File: config.mk
export PLATFORM = sky130hd
export DESIGN_NAME = debug_cmd_decoder
export DESIGN_NICKNAME = d
export VERILOG_FILES = /design/src/rtl/debug_pkg.sv /design/src/rtl/le_word_assembler.sv /design/src/rtl/debug_cmd_decoder.sv
export SDC_FILE = /design/constraint.sdc
export NUM_CORES = 1
export LEC_CHECK = 0
export CAP_MARGIN = 20
export CORE_MARGIN = 2
export CORE_UTILIZATION = 40
export CTS_BUF_LIST = sky130_fd_sc_hd__clkbuf_4 sky130_fd_sc_hd__clkbuf_8
export CTS_CLUSTER_SIZE = 12
export DETAILED_ROUTE_END_ITERATION = 6
export PLACE_DENSITY = 0.65
export REMOVE_ABC_BUFFERS = 1
export SLEW_MARGIN = 20
export SYNTH_ARGS = -nofsm -noshare
export SYNTH_HDL_FRONTEND = slang
export SYNTH_SLANG_ARGS = --single-unit
File: constraint.sdc
create_clock -name clk -period 3.5 [get_ports clk]
set_input_delay 0.525 -clock clk [delete_from_list [all_inputs] [get_ports clk]]
set_output_delay 0.525 -clock clk [all_outputs]
set_load 0.01 [all_outputs]
File: src/rtl/debug_pkg.sv
// Shared opcodes, decoder FSM states and argument widths for the debug command decoder.
package debug_pkg;

    localparam logic [7:0] OP_SIGNAL  = 8'h01;
    localparam logic [7:0] OP_OK      = 8'h02;
    localparam logic [7:0] OP_PING    = 8'h03;
    localparam logic [7:0] OP_PAUSE   = 8'h04;
    localparam logic [7:0] OP_RESUME  = 8'h05;
    localparam logic [7:0] OP_NEXT    = 8'h06;
    localparam logic [7:0] OP_PROGRAM = 8'h07;
    localparam logic [7:0] OP_NONE    = 8'hFF;

    localparam int WORD_W    = 32;
    localparam int ARG_BYTES = WORD_W / 8;

    typedef enum logic [1:0] {
        ST_IDLE,
        ST_BP_ARG,
        ST_LEN_ARG,
        ST_PROG_DATA
    } dbg_state_e;

endpackage

File: src/rtl/le_word_assembler.sv
// Collects bytes into little-endian 32-bit words; word_done marks the cycle the last byte arrives.
module le_word_assembler
    import debug_pkg::*;
(
    input  logic              clk,
    input  logic              rst_n,
    input  logic              clear,
    input  logic              byte_valid,
    input  logic [7:0]        byte_data,
    output logic              word_done,
    output logic [WORD_W-1:0] word
);

    localparam int CW = $clog2(ARG_BYTES);

    logic [CW-1:0]       cnt_q, cnt_d;
    // Only the first three bytes need storing; the fourth is taken straight from byte_data.
    logic [WORD_W-9:0]   shift_q, shift_d;

    always_comb begin
        cnt_d   = cnt_q;
        shift_d = shift_q;
        if (clear) begin
            cnt_d = '0;
        end else if (byte_valid) begin
            cnt_d   = cnt_q + 1'b1;
            shift_d = {byte_data, shift_q[WORD_W-9:8]};
        end
    end

    assign word_done = byte_valid && !clear && (cnt_q == CW'(ARG_BYTES - 1));
    assign word      = {byte_data, shift_q};

    always_ff @(posedge clk) begin
        if (!rst_n) begin
            cnt_q   <= '0;
            shift_q <= '0;
        end else begin
            cnt_q   <= cnt_d;
            shift_q <= shift_d;
        end
    end

endmodule

File: src/rtl/debug_cmd_decoder.sv
// Debug-host command decoder: UART bytes in, CPU run/step/breakpoint/reprogram controls and responses out.
// Define DEBUG_ACK_EN to acknowledge every accepted command with OK.
module debug_cmd_decoder
    import debug_pkg::*;
#(
    parameter int ARG_TIMEOUT     = 2000000,
    parameter int PROG_DEPTH_LOG2 = 14,
    parameter bit START_PAUSED    = 1'b1
) (
    input  logic                       clk,
    input  logic                       rst_n,
    input  logic [7:0]                 rx_data,
    input  logic                       rx_valid,
    input  logic [31:0]                pc,
    input  logic                       pc_valid,
    output logic                       cpu_pause,
    output logic                       step_pulse,
    output logic [31:0]                bp_addr,
    output logic                       bp_en,
    output logic [7:0]                 tx_data,
    output logic                       tx_valid,
    input  logic                       tx_ready,
    output logic                       prog_active,
    output logic                       prog_we,
    output logic [PROG_DEPTH_LOG2-1:0] prog_addr,
    output logic [31:0]                prog_wdata,
    output logic                       cpu_reset_req
);

`ifdef DEBUG_ACK_EN
    localparam bit ACK_EN = 1'b1;
`else
    localparam bit ACK_EN = 1'b0;
`endif

    localparam int TW = $clog2(ARG_TIMEOUT + 1);

    dbg_state_e                 state_q, state_d;
    logic [TW-1:0]              timer_q, timer_d;
    logic                       cpu_pause_q, cpu_pause_d;
    logic                       step_q, step_d;
    logic [31:0]                bp_addr_q, bp_addr_d;
    logic                       bp_en_q, bp_en_d;
    logic [7:0]                 tx_data_q, tx_data_d;
    logic                       tx_valid_q, tx_valid_d;
    logic                       prog_active_q, prog_active_d;
    logic                       prog_we_q, prog_we_d;
    logic [PROG_DEPTH_LOG2-1:0] prog_addr_q, prog_addr_d;
    logic [31:0]                prog_wdata_q, prog_wdata_d;
    logic                       reset_req_q, reset_req_d;
    logic [31:0]                len_q, len_d;
    logic [31:0]                idx_q, idx_d;

    logic                       word_done;
    logic [WORD_W-1:0]          word;
    logic                       timeout;
    logic                       bp_hit;
    logic                       resp_req;
    logic [7:0]                 resp_byte;
    logic                       tx_fire;

    le_word_assembler u_asm (
        .clk        (clk),
        .rst_n      (rst_n),
        .clear      (state_q == ST_IDLE),
        .byte_valid (rx_valid),
        .byte_data  (rx_data),
        .word_done  (word_done),
        .word       (word)
    );

    assign timeout = (state_q != ST_IDLE) && !rx_valid && (timer_q == TW'(ARG_TIMEOUT - 1));
    assign bp_hit  = !cpu_pause_q && bp_en_q && pc_valid && (pc == bp_addr_q);
    assign tx_fire = tx_valid_q && tx_ready;

    always_comb begin
        state_d       = state_q;
        timer_d       = (state_q == ST_IDLE || rx_valid) ? '0 : timer_q + 1'b1;
        cpu_pause_d   = cpu_pause_q;
        step_d        = 1'b0;
        bp_addr_d     = bp_addr_q;
        bp_en_d       = bp_en_q;
        prog_active_d = prog_active_q;
        prog_we_d     = 1'b0;
        prog_addr_d   = prog_addr_q;
        prog_wdata_d  = prog_wdata_q;
        reset_req_d   = 1'b0;
        len_d         = len_q;
        idx_d         = idx_q;
        resp_req      = 1'b0;
        resp_byte     = OP_OK;

        if (timeout) begin
            state_d       = ST_IDLE;
            prog_active_d = 1'b0;
        end else begin
            unique case (state_q)
                ST_IDLE: begin
                    if (rx_valid) begin
                        case (rx_data)
                            OP_PING: resp_req = 1'b1;
                            OP_PAUSE: begin
                                cpu_pause_d = 1'b1;
                                resp_req    = ACK_EN;
                            end
                            OP_NEXT: begin
                                if (cpu_pause_q) begin
                                    step_d   = 1'b1;
                                    resp_req = ACK_EN;
                                end
                            end
                            OP_RESUME: state_d = ST_BP_ARG;
                            OP_PROGRAM: begin
                                cpu_pause_d   = 1'b1;
                                prog_active_d = 1'b1;
                                state_d       = ST_LEN_ARG;
                            end
                            default: ;
                        endcase
                    end
                end
                ST_BP_ARG: begin
                    if (word_done) begin
                        bp_addr_d   = word;
                        bp_en_d     = (word != '0);
                        cpu_pause_d = 1'b0;
                        resp_req    = ACK_EN;
                        state_d     = ST_IDLE;
                    end
                end
                ST_LEN_ARG: begin
                    if (word_done) begin
                        len_d = word;
                        idx_d = '0;
                        if (word == '0) begin
                            reset_req_d   = 1'b1;
                            prog_active_d = 1'b0;
                            resp_req      = ACK_EN;
                            state_d       = ST_IDLE;
                        end else begin
                            state_d = ST_PROG_DATA;
                        end
                    end
                end
                ST_PROG_DATA: begin
                    if (word_done) begin
                        // Words past the end of memory are swallowed so the host stream stays aligned.
                        if ({1'b0, idx_q} < (33'd1 << PROG_DEPTH_LOG2)) begin
                            prog_we_d    = 1'b1;
                            prog_addr_d  = idx_q[PROG_DEPTH_LOG2-1:0];
                            prog_wdata_d = word;
                        end
                        idx_d = idx_q + 32'd1;
                        if (idx_q + 32'd1 == len_q) begin
                            reset_req_d   = 1'b1;
                            prog_active_d = 1'b0;
                            resp_req      = ACK_EN;
                            state_d       = ST_IDLE;
                        end
                    end
                end
                default: state_d = ST_IDLE;
            endcase
        end

        // A hit wins over a simultaneous PAUSE or acknowledgement: one pause, one SIGNAL.
        if (bp_hit) begin
            cpu_pause_d = 1'b1;
            bp_en_d     = 1'b0;
            resp_req    = 1'b1;
            resp_byte   = OP_SIGNAL;
        end

        tx_valid_d = tx_valid_q;
        tx_data_d  = tx_data_q;
        if (resp_req && (!tx_valid_q || tx_fire)) begin
            tx_valid_d = 1'b1;
            tx_data_d  = resp_byte;
        end else if (tx_fire) begin
            tx_valid_d = 1'b0;
        end
    end

    always_ff @(posedge clk) begin
        if (!rst_n) begin
            state_q       <= ST_IDLE;
            timer_q       <= '0;
            cpu_pause_q   <= START_PAUSED;
            step_q        <= 1'b0;
            bp_addr_q     <= '0;
            bp_en_q       <= 1'b0;
            tx_data_q     <= '0;
            tx_valid_q    <= 1'b0;
            prog_active_q <= 1'b0;
            prog_we_q     <= 1'b0;
            prog_addr_q   <= '0;
            prog_wdata_q  <= '0;
            reset_req_q   <= 1'b0;
            len_q         <= '0;
            idx_q         <= '0;
        end else begin
            state_q       <= state_d;
            timer_q       <= timer_d;
            cpu_pause_q   <= cpu_pause_d;
            step_q        <= step_d;
            bp_addr_q     <= bp_addr_d;
            bp_en_q       <= bp_en_d;
            tx_data_q     <= tx_data_d;
            tx_valid_q    <= tx_valid_d;
            prog_active_q <= prog_active_d;
            prog_we_q     <= prog_we_d;
            prog_addr_q   <= prog_addr_d;
            prog_wdata_q  <= prog_wdata_d;
            reset_req_q   <= reset_req_d;
            len_q         <= len_d;
            idx_q         <= idx_d;
        end
    end

    assign cpu_pause     = cpu_pause_q;
    assign step_pulse    = step_q;
    assign bp_addr       = bp_addr_q;
    assign bp_en         = bp_en_q;
    assign tx_data       = tx_data_q;
    assign tx_valid      = tx_valid_q;
    assign prog_active   = prog_active_q;
    assign prog_we       = prog_we_q;
    assign prog_addr     = prog_addr_q;
    assign prog_wdata    = prog_wdata_q;
    assign cpu_reset_req = reset_req_q;

endmodule

==> results.md <==
- Max Root-Sink Buffers: 2
- Cells taking the most area after synthesis: dfxtp_1, nand2_1, a21oi_1
- Diode count: 0
- Port bufs: 131
- Syn_area_per_cell: 7.578 um2
- Sequential share of the synthesized area: 0.4268
- Post-route ant nets: 0
- Post-Syn Area: 0.009381 mm2
- Synth area leader: dfxtp_1
- Worst Tran Pin Value: 724.6 ps
- Clk root buf: clkbuf_8
- CP Launch Type: register
- Post-synth top flop: dfxtp_1
- Final Cell Area: 0.01141 mm2
- Grt ovf: 0
- H-tree lvl count: 4
- Drt drc: 0
- Layout cells sized above 1: 0.05900
- Clk slew on worst S/H paths: 120 ps
- Vias in the first global route: 8184
- Largest net degree at the start of global routing: 64
- Clock Skews: 23.33 ps
- Initial Util: 0.4033
- Worst Path Required: 3900 ps
- CTS tree: done
- Nets: 1374
- Dpl hpwl: 19310 um
- Die Height: 157.1 um
- Status: completed
- Minimum clock period: 3238 ps
- Fmax: 0.3088 GHz
- Max Slew Vio Count: 0
- Setup crit end kind: register
- Via count: 8875
- Worst vdd ir: 0.2658 mV
- Core ar.: 0.02326 mm2
- Total of max-cap violations: 0
- Final Hold Vio Count: 0
- WL/cell: 16.54 um
- Die Area: 0.02469 mm2
- CP max FO: 10
- Synth Warn #: 0
- Lkg Pwr: 3.594 nW
- Tot Pwr: 0.004040 W
- Pwr/cell area: 354.2 mW/mm2
- Number of synthesized register bits: 200
- CTS buffer count: 17
- Final setup viols: 0
- Row count: 56
- Drt total wl: 27420 um
- GP Congestion: 0.9081
- Crit path arrival time: 3640 ps
- Clk Latency, worst-skew pair: 490 ps
- GRT Resource Usage Total: 0.2255
- Synthesis-to-finish area growth: 21.58%
- 1st-pass router iterations: 6
- Post-synthesis instance total: 1238
- EDFF count, synth: 0
- First-pass GRT wire length: 44180 um
- Antenna violations before repair: 0
- Hold slack: 459.5 ps
- CTS sink cnt: 200
- Period utilization: 0.9252
- Synth cell types: 67
- RSZ-0062 raised after global routing: no
- Crit path kind: register to register
- Post_cts resized: 0
- DRT iter0 DRCs: 798
- Die Span X: 157.1 um
- DR vias/cell: 5.353
- HP Class: register to register
- R2R Setup Slk: 260 ps
- Slew headroom: 0.5169
- # IOs: 138
- Async SR Flop Fraction: 0
- Top cell type's share of synthesized area: 0.4268
- Placed instance area: 0.01094 mm2
[cells in the final DEF (no fill, tap or decap), drive strengths merged, types with 6 or more instances in the layout]
master	instances
nand2	313
dfxtp	200
a21oi	175
clkdlybuf4s50	131
nor2	77
xnor2	64
o21ai	43
nand3	33
nor4	31
nand4	31
buf	29
xor2	26
nor3	25
inv	23
clkbuf	17
and3	14
or3	9
nand2b	6
a31oi	6
conb	6
[cell type report]
class | count | area, um2
well taps | 319 | 399.1
flip-flops and latches | 200 | 4004
clock inverters | 15 | 209.0
clock buffers | 17 | 234.0
repair buffers | 160 | 1554
inverters | 13 | 51.30
multi-input cells | 934 | 4955
fillers | 2373 | 11860
[sequential cells by signal, summed over array words and instances (netlist names), 2 cells and up]
name and flops:
state_q 2, len_q 32, timer_q 21, u_asm.cnt_q 2
idx_q 32, prog_wdata 32, u_asm.shift_q 24, prog_addr 14
tx_data 2, bp_addr 32
[metal layers]
metal | wire length [um] | GRT usage | vias up
met5 | 0 | 0 | -
met4 | 511 | 0.06883 | 0
met3 | 1788 | 0.04956 | 39
met2 | 12270 | 0.3480 | 300
met1 | 12850 | 0.3151 | 4137
li1 | - | - | 4399
[cells in the mapped netlist (2+ instances only)]
library cell	count
a22oi_1	2
a211oi_1	3
xor2_1	26
o21ai_0	41
and3_1	14
a21oi_1	174
ha_1	3
a311oi_1	4
a211o_1	2
nand3b_1	3
nand4_1	29
nor2_1	77
or2_1	2
nand3_1	32
o211a_1	2
or3_1	9
and2_1	5
nor3_1	24
a2111oi_0	4
nor2b_1	3
nor3b_1	4
a31oi_1	6
and4_1	2
xnor2_1	64
nand4b_1	2
buf_2	14
nor4bb_1	2
nor4_1	31
buf_4	7
dfxtp_1	200
inv_1	12
clkbuf_1	75
o31ai_1	3
or4_1	5
mux2i_1	2
nand2_1	313
or2_2	2
nand2b_1	6
[report_power, final]
group	internal [W]	total [W]	switching [W]
registers	0.00228	0.00228	0.000000524
clock network	0.000636	0.00162	0.000984
logic	0.0000680	0.000144	0.0000763
total	0.00298	0.00404	0.00106
[worst paths after layout]
path | endpoint | start | depth (start not counted)
worst max register to register | cpu_reset_req | idx_q[0] | 9
worst min register to register | prog_addr[3] | prog_addr[3] | 2
worst min-delay path | prog_addr[3] | prog_addr[3] | 2
worst max-delay path | cpu_reset_req | idx_q[0] | 9
[stage by stage]
step	TNS, ps	util	cells	setup WS, ps
finish	0	0.4903	1658	262.0
global route	0	0.4903	1658	35.51
CTS	0	0.4894	1655	273.9
detailed placement	0	0.4703	1623	321.0
global placement	0	0.4703	1623	391.1
floorplan	-30610	-	1147	-647.4
[critical path: stages, from the launching register on]
cell and delay (ps):
dfxtp_1 470, ha_1 320, nand3_4 160, or3_1 430, or4_1 490, a211o_1 320, a211oi_2 240, nand4_1 250
o21ai_2 250, nor4b_2 200
[cells by family (layout without fill, tap and decap cells)]
family | after synthesis | after routing | synth area share
XOR/XNOR | 90 | 90 | 0.08402
flip-flops | 200 | 200 | 0.4268
buffers and inverters | 109 | 205 | 0.04828
multiplexers | 2 | 2 | 0.002134
AND/OR/NAND/NOR | 574 | 574 | 0.2809
other | 1 | 6 | 0.0003997
AO/OA/AOI/OAI | 259 | 259 | 0.1535
adder cells (fa/ha/maj) | 3 | 3 | 0.004001
[repair_timing]
| action | CTS | global route |
|---|---|---|
| hold buffers | 0 | 0 |
| buffers inserted | 0 | 3 |
| endpoints found under the hold margin | 0 | 0 |
| setup endpoints to repair | 0 | 1 |
Note: power is estimated with default switching activity, not from simulation.
